**src/rtl/bus_defs.sv**
```systemverilog
// Shared bus definitions.
// Holds the arbiter state encoding and the shared data/address width so that
// every block attached to the shared bus (arbiter, address decoders) agrees on them.
package bus_defs;

    // Width of the shared address and data buses.
    localparam int BUS_W = 16;

    // Arbiter states: IDLE waits for a request, BUSY owns the shared bus.
    typedef enum logic {
        IDLE = 1'b0,
        BUSY = 1'b1
    } state_t;

endpackage

```
**src/rtl/rr_arb2.sv**
```systemverilog
// Two-way round-robin selector (purely combinational).
// Ports:
//   req   [1:0]  request vector, bit i set when master i is requesting
//   last         index of the master granted most recently
//   grant        index of the selected master (meaningful only when req != 0)
module rr_arb2 (
    input  logic [1:0] req,
    input  logic       last,
    output logic       grant
);

    always_comb begin
        grant = 1'b0;
        if (req == 2'b11) begin
            // Contention: the master that did not win last time goes first.
            grant = ~last;
        end else if (req[1]) begin
            grant = 1'b1;
        end
    end

endmodule

```
**src/rtl/bus_arbiter.sv**
```systemverilog
// Two-master shared-bus arbiter with timeout.
// A request is latched in IDLE, driven onto the shared bus for every BUSY
// cycle, and completed either by s_ready (normal) or by the wait counter
// reaching TIMEOUT-1 (abort: ready + error, rdata = ERR_DATA).
// Ports:
//   clk, reset                 clock and synchronous active-high reset
//   mN_read/write/address/wdata  master N request (held until mN_ready)
//   mN_rdata/ready/error       master N response (one-cycle pulse)
//   s_read/write/address/wdata shared-bus request
//   s_rdata/s_ready            shared-bus response
module bus_arbiter
    import bus_defs::*;
#(
    parameter int              TIMEOUT  = 16,
    parameter logic [BUS_W-1:0] ERR_DATA = 16'hffff
) (
    input  logic             clk,
    input  logic             reset,
    input  logic             m0_read,
    input  logic             m0_write,
    input  logic [BUS_W-1:0] m0_address,
    input  logic [BUS_W-1:0] m0_wdata,
    output logic [BUS_W-1:0] m0_rdata,
    output logic             m0_ready,
    output logic             m0_error,
    input  logic             m1_read,
    input  logic             m1_write,
    input  logic [BUS_W-1:0] m1_address,
    input  logic [BUS_W-1:0] m1_wdata,
    output logic [BUS_W-1:0] m1_rdata,
    output logic             m1_ready,
    output logic             m1_error,
    output logic             s_read,
    output logic             s_write,
    output logic [BUS_W-1:0] s_address,
    output logic [BUS_W-1:0] s_wdata,
    input  logic [BUS_W-1:0] s_rdata,
    input  logic             s_ready
);

    localparam int               CW       = $clog2(TIMEOUT) + 1;
    localparam logic [CW-1:0]    CNT_LAST = CW'(TIMEOUT - 1);

    state_t           state_reg, state_next;
    logic [CW-1:0]    cnt_reg, cnt_next;
    logic             owner_reg, owner_next;
    logic             last_reg, last_next;
    logic             lat_read_reg, lat_read_next;
    logic             lat_write_reg, lat_write_next;
    logic [BUS_W-1:0] lat_addr_reg, lat_addr_next;
    logic [BUS_W-1:0] lat_wdata_reg, lat_wdata_next;

    logic [1:0]       req;
    logic             grant;
    logic             done;
    logic             abort;
    logic             bus_on;
    logic [BUS_W-1:0] resp_data;

    assign req = {m1_read | m1_write, m0_read | m0_write};

    rr_arb2 u_rr_arb2 (
        .req   (req),
        .last  (last_reg),
        .grant (grant)
    );

    always_ff @(posedge clk) begin
        if (reset) begin
            state_reg     <= IDLE;
            cnt_reg       <= '0;
            owner_reg     <= 1'b0;
            last_reg      <= 1'b1;
            lat_read_reg  <= 1'b0;
            lat_write_reg <= 1'b0;
            lat_addr_reg  <= '0;
            lat_wdata_reg <= '0;
        end else begin
            state_reg     <= state_next;
            cnt_reg       <= cnt_next;
            owner_reg     <= owner_next;
            last_reg      <= last_next;
            lat_read_reg  <= lat_read_next;
            lat_write_reg <= lat_write_next;
            lat_addr_reg  <= lat_addr_next;
            lat_wdata_reg <= lat_wdata_next;
        end
    end

    always_comb begin
        state_next     = state_reg;
        cnt_next       = cnt_reg;
        owner_next     = owner_reg;
        last_next      = last_reg;
        lat_read_next  = lat_read_reg;
        lat_write_next = lat_write_reg;
        lat_addr_next  = lat_addr_reg;
        lat_wdata_next = lat_wdata_reg;
        done           = 1'b0;
        abort          = 1'b0;
        case (state_reg)
            IDLE: begin
                if (req != 2'b00) begin
                    state_next     = BUSY;
                    owner_next     = grant;
                    cnt_next       = '0;
                    lat_write_next = grant ? m1_write : m0_write;
                    // Write wins when both strobes are raised together.
                    lat_read_next  = grant ? (m1_read & ~m1_write) : (m0_read & ~m0_write);
                    lat_addr_next  = grant ? m1_address : m0_address;
                    lat_wdata_next = grant ? m1_wdata : m0_wdata;
                end
            end
            BUSY: begin
                if (s_ready) begin
                    // s_ready takes priority, even on the final timeout cycle.
                    done       = 1'b1;
                    state_next = IDLE;
                    last_next  = owner_reg;
                end else if (cnt_reg == CNT_LAST) begin
                    done       = 1'b1;
                    abort      = 1'b1;
                    state_next = IDLE;
                    last_next  = owner_reg;
                end else begin
                    cnt_next = cnt_reg + 1'b1;
                end
            end
            default: state_next = IDLE;
        endcase
    end

    // Every output is forced low while reset is asserted, so a reset that
    // lands in BUSY never leaks a completion pulse.
    assign bus_on    = (state_reg == BUSY) && !reset;
    assign s_read    = bus_on & lat_read_reg;
    assign s_write   = bus_on & lat_write_reg;
    assign s_address = bus_on ? lat_addr_reg : '0;
    assign s_wdata   = bus_on ? lat_wdata_reg : '0;
    assign resp_data = abort ? ERR_DATA : s_rdata;

    logic [1:0]       rdy_vec;
    logic [1:0]       err_vec;
    logic [BUS_W-1:0] rdata_vec [2];

    generate
        for (genvar gi = 0; gi < 2; gi++) begin : g_resp
            logic hit;
            assign hit           = done && !reset && (owner_reg == gi[0]);
            assign rdy_vec[gi]   = hit;
            assign err_vec[gi]   = hit & abort;
            assign rdata_vec[gi] = hit ? resp_data : '0;
        end
    endgenerate

    assign m0_ready = rdy_vec[0];
    assign m0_error = err_vec[0];
    assign m0_rdata = rdata_vec[0];
    assign m1_ready = rdy_vec[1];
    assign m1_error = err_vec[1];
    assign m1_rdata = rdata_vec[1];

endmodule

```
**config.mk**
```make
export PLATFORM = sky130hd
export DESIGN_NAME = bus_arbiter
export DESIGN_NICKNAME = d
export VERILOG_FILES = /design/src/rtl/bus_defs.sv /design/src/rtl/rr_arb2.sv /design/src/rtl/bus_arbiter.sv
export SDC_FILE = /design/constraint.sdc
export NUM_CORES = 1
export LEC_CHECK = 0
export CAP_MARGIN = 40
export CORE_MARGIN = 1.5
export CORE_UTILIZATION = 38
export CTS_CLUSTER_DIAMETER = 100
export DETAILED_ROUTE_END_ITERATION = 16
export PLACE_DENSITY = 0.88
export SYNTH_ARGS = -nofsm -noshare
export SYNTH_HDL_FRONTEND = slang
export SYNTH_SLANG_ARGS = --single-unit
```
**constraint.sdc**
```tcl
create_clock -name clk -period 4.2 [get_ports clk]
set_clock_uncertainty 0.05 [all_clocks]
set_input_delay 0.63 -clock clk [delete_from_list [all_inputs] [get_ports clk]]
set_output_delay 0.63 -clock clk [all_outputs]
set_load 0.02 [all_outputs]
```
Word level (Yosys, flattened, before mapping):

Cells that the tools add are included.

* $add $sub $neg: 1
* equal/unequal tests: 5
* mux-type cells: 26
* bitwise gates (word level): 13
* reduce and logical (&&, ||, !) cells: 10

Operators by type and width (number)
* $mux W16: 7
* $mux W5: 3
* $mux W1: 14
* $pmux W5 S2: 1
* $and A1 B1 Y1: 6
* $ne A2 B2 Y1 const B: 3
* $add A5 B1 Y5 const B: 1
* $eq A5 B4 Y1 const B: 1
* $not A1 Y1: 5
* $logic_and A1 B1 Y1: 4
* $reduce_and A2 Y1: 2
* $reduce_bool A2 Y1: 2
* $reduce_and A3 Y1: 1
* $eq A2 B2 Y1 const B: 1
* $or A1 B1 Y1: 2
* $pmux W1 S2: 1
* $logic_not A1 Y1: 1

* bits in registers: 42
* input port bits: 87
* output and inout bits: 70
* logic and storage cells: 63

Longest topological paths before layout:

* word-level depth: 7
* gate-level depth with buffers: 8
* depth with buffers taken out: 7

By module:

A second synthesis with hierarchy kept.

* cell total of the unflattened synthesis: 306
* area, all modules: 2484.9 µm²

By module, submodules not included
* bus_arbiter: times used 1, cells each 305, area an instance 2473.6 µm², seq. area each 840.8 µm²
* rr_arb2: times used 1, cells each 1, area an instance 11.3 µm², seq. area each 0.0 µm²

Worst setup path after synthesis:

No wires, ideal clock.

* path kind: reg2out
* from: reg cnt_reg[0]
* to: out m0_rdata[10]
* arrival time: 1867 ps
* data required time: 3520 ps
* path slack: 1653 ps
* stages on the path, launching flop included: 9
* buffers on the path: 1
* path through: dfxtp_1 > ha_1 > and3_1 > ha_1 > nand2_1 > nor2_1 > clkbuf_1 > nor2_1 > nor2_1

* cells in the longest elaborated chain, start to end: 7
* elaborated cells between the ends (all ways): 10
* those cells by class: eq/ne (1); mux (7); reduce/logical (2)

Ends and longest elaborated chain
* start, declared: line bus_arbiter.sv:45 `logic [CW-1:0] cnt_reg, cnt_next;`
* start signal, assigned: line bus_arbiter.sv:80 `cnt_reg <= cnt_next;`
* $eq A5 B4 Y1 *: line bus_arbiter.sv:120 `end else if (cnt_reg == CNT_LAST) begin`
* $mux W1 *: line bus_arbiter.sv:120
* $mux W1: line bus_arbiter.sv:115 `if (s_ready) begin`
* $mux W1: line bus_arbiter.sv:101 `case (state_reg)`
* $logic_and A1 B1 Y1 (2 in a row): line bus_arbiter.sv:149 `assign hit = done && !reset && (owner_reg == gi[0]);`
* $mux W16 *: line bus_arbiter.sv:152 `assign rdata_vec[gi] = hit ? resp_data : '0;`
* end, declared: line bus_arbiter.sv:23 `output logic [BUS_W-1:0] m0_rdata,`

Mark *: on every way between the ends. The rest lies on a longest branch, timed or not.

Worst setup path in the final report:

* from: in reset
* to: out m1_error

* cells in the longest elaborated chain, start to end: 4

Ends and longest elaborated chain
* start, declared: line bus_arbiter.sv:18 `input logic reset,`
* $logic_not A1 Y1: line bus_arbiter.sv:149
* $logic_and A1 B1 Y1 (2 in a row): line bus_arbiter.sv:149
* $and A1 B1 Y1: line bus_arbiter.sv:151 `assign err_vec[gi] = hit & abort;`
* end, declared: line bus_arbiter.sv:32 `output logic m1_error,`

No other way between the ends.

==> results.toml <==
[logic_synthesis]
ys.warnings.count = 0
synth_top_area_share_pct = 37.7
yosysTopAreaCell = "dfxtp_1"
synthTopCellsByArea = "dfxtp_1, mux2i_1, o2bb2ai_1"
yosys-top-cells-count = "nor2_1, dfxtp_1, and2_1"
synth-seq-cells = 42
mappedNetlistNets = 350
synth_area_per_cell_um2 = 8.55
synth_most_common_cell = "nor2_1"
synth_cell_types = 33
synthesis.area_um2 = 2230
synth_edf_count = 0
synthCells = 261
ys_seq_area_share_pct = 37.7
async_reset_ff_share_pct = 0
ys.flop_type = "dfxtp_1"

[drt]
vias = 2441
drcViolationCount = 0
drt-initial-drc-count = 94
dr.pass1.iters = 4
via_per_inst = 5.03
routed_wl_um = 7070
ant_nets = 0
wl_per_cell_um = 14.6

[sta]
rsz0062_at_grt = "false"
tightest_slew_ns = 0.635
fmax_ghz = 0.280
setup_tns_ns = 0
slew_headroom_pct = 57.5
finalCriticalPeriod_ns = 3.57
holdWs_ns = 0.407
final.period_utilization_pct = 85.0
setup_viol = 0
slew_violations = 0
setup_ws_ns = 0.628
hold_viol_final = 0

[final_layout]
multi_input_area_um2 = 1300
synthToLayoutAreaGrowth_pct = 78.0
drive_above_1_share_pct = 4.84
diodes = 0
seqCellArea_um2 = 841
layout.nets = 501
fill_cells = 454

[critical_path]
crit_family = "buffers and inverters"
crit_chain = "clkdlybuf4s50_1 -> nor2b_2 -> nand3b_1 -> nor2_1 -> clkdlybuf4s50_1"
worst-path-buf-inv = 2
regToRegStartpoint = "cnt_reg[0]$_SDFFE_PP0P_"
crit_path_start_kind = "primary input"
arrival_ns = 2.89
slowest_delay_ns = 0.64
r2r_cells = 6
path_max_fanout = 18
crit_slowest_cell = "clkdlybuf4s50_1"
crit_type = "in -> out"
worstSetupEndpointType = "output pin"
reg2reg_slack_ns = 2.02
cp_common_cell = "clkdlybuf4s50_1"
rr_endpoint = "cnt_reg[3]$_SDFFE_PP0P_"
required_ns = 3.52

[clock_network]
cts-root-buf = "clkbuf_8"
clk_pin_slew_ns = 0.08
postCtsHoldBufs = 0
post_cts_buffers = 0
ctsHtreeMaxLevel = 2
ctsResizeCount = 0
max-clock-path-buffers = 2
numCtsBuffers = 5
clk_latency_ns = 0.29
cts_tree = "built"
clock_sinks = 42

[power_and_ir_drop]
p_leak_nw = 1.62
vdd_drop_max_mv = 0.183
p_seq_share_pct = 46.1
p_sw_w = 0.000262
power_density_nw_per_um2 = 246
internal_power_w = 0.000714
clock_power_share_pct = 27.2
p_sw_share_pct = 26.9
combPwrFrac_pct = 26.7

[min_path]
min_path_cells = 1
hold_end = "lat_addr_reg[15]$_SDFFE_PP0P_"
hold_start = "lat_addr_reg[15]$_SDFFE_PP0P_"
hp-class = "reg -> reg"

[floorplanning]
die_width_um = 79.6
row_count = 27
start_util_pct = 40.0
die_area_um2 = 6340
die_y_um = 79.6
io_pins = 157
core-area_um2 = 5570

[grt]
grt_pass1_vias = 2326
antenna_found_initial = 0
grt_usage_pct = 22.5
grt_max_degree = 35
globalRoute.totalOverflow = 0
grt_pass1_wl_um = 11100

[status]
outcome = "complete, no violations"

[placement]
place_ws_ns = 0.625
io_buffer_count = 156
gp_congestion = 0.766
dp_hpwl_um = 5430

[flow_run]
drv_cap = 0
[metrics by stage]
step / cells / power (W) / instance area [um^2] / utilization, %
2_1_floorplan: 261 / 0.000578 / 2230 / -
3_3_place_gp: 475 / 0.000711 / 3850 / 69.1
3_5_place_dp: 477 / 0.000721 / 3880 / 69.6
4_1_cts: 485 / 0.000988 / 3970 / 71.2
5_1_grt: 485 / 0.00103 / 3970 / 71.2
6_report: 485 / 0.000977 / 3970 / 71.2
[final cells by class]
cell class | count | area share [%]
inverters | 6 | 0.567
multi-input cells | 194 | 32.7
flip-flops and latches | 42 | 21.2
repair buffers | 163 | 41.0
well taps | 72 | 2.27
clock inverters | 1 | 0.126
clock buffers | 7 | 2.17
[metal layers]
metal  vias to the layer above  share of wire [%]  GRT usage [%]
li1                       1204                  -              -
met4                         0                2.3           8.77
met2                       119                 48           38.6
met5                         -                  0              0
met1                      1102                 40           25.2
met3                        16                9.9           8.11
[power by group through the flow]
stage | Combinational, W | Clock, W | Sequential (W)
after global routing | 0.000282 | 0.000293 | 0.000455
after floorplan | 0.000125 | 0 | 0.000453
after detailed placement | 0.000262 | 0 | 0.000459
final | 0.000261 | 0.000266 | 0.000450
after CTS | 0.000263 | 0.000274 | 0.000451
after global placement | 0.000254 | 0 | 0.000457
[cell families after synthesis]
logic type | synth area share (%)
buffers and inverters | 4.82
xor gates and xnor gates | 0.393
and+or+nand+nor | 24.1
adders and majority gates | 1.12
DFF | 37.7
AOI/OAI and AO/OA | 17.0
muxes | 14.9
[layout by cell type, fill, tap and decap left out, types with 2 or more instances in the layout]
cell type / netlist / routed
clkdlybuf4s50_1: 0 / 156
nor2_1: 57 / 56
dfxtp_1: 42 / 42
and2_1: 34 / 34
mux2i_1: 32 / 32
o2bb2ai_1: 32 / 32
inv_1: 6 / 6
clkbuf_8: 0 / 6
buf_4: 1 / 6
a21oi_1: 5 / 5
nand3_1: 5 / 5
nand2_1: 4 / 4
o211ai_1: 2 / 2
or2_2: 2 / 2
o21ai_1: 3 / 2
ha_1: 2 / 2
[worst max path at each step]
stage,startpoint,end,slack [ns],depth (start not counted)
after floorplan,cnt_reg[0]$_SDFFE_PP0P_,m0_rdata[10],1.65,8
after global routing,reset,m1_rdata[0],0.45,5
after detailed placement,reset,m1_rdata[0],0.62,5
after global placement,reset,m1_error,0.70,5
after CTS,reset,m1_rdata[0],0.63,5
final,reset,m1_error,0.63,5
Note: power is estimated with default switching activity, not from simulation.
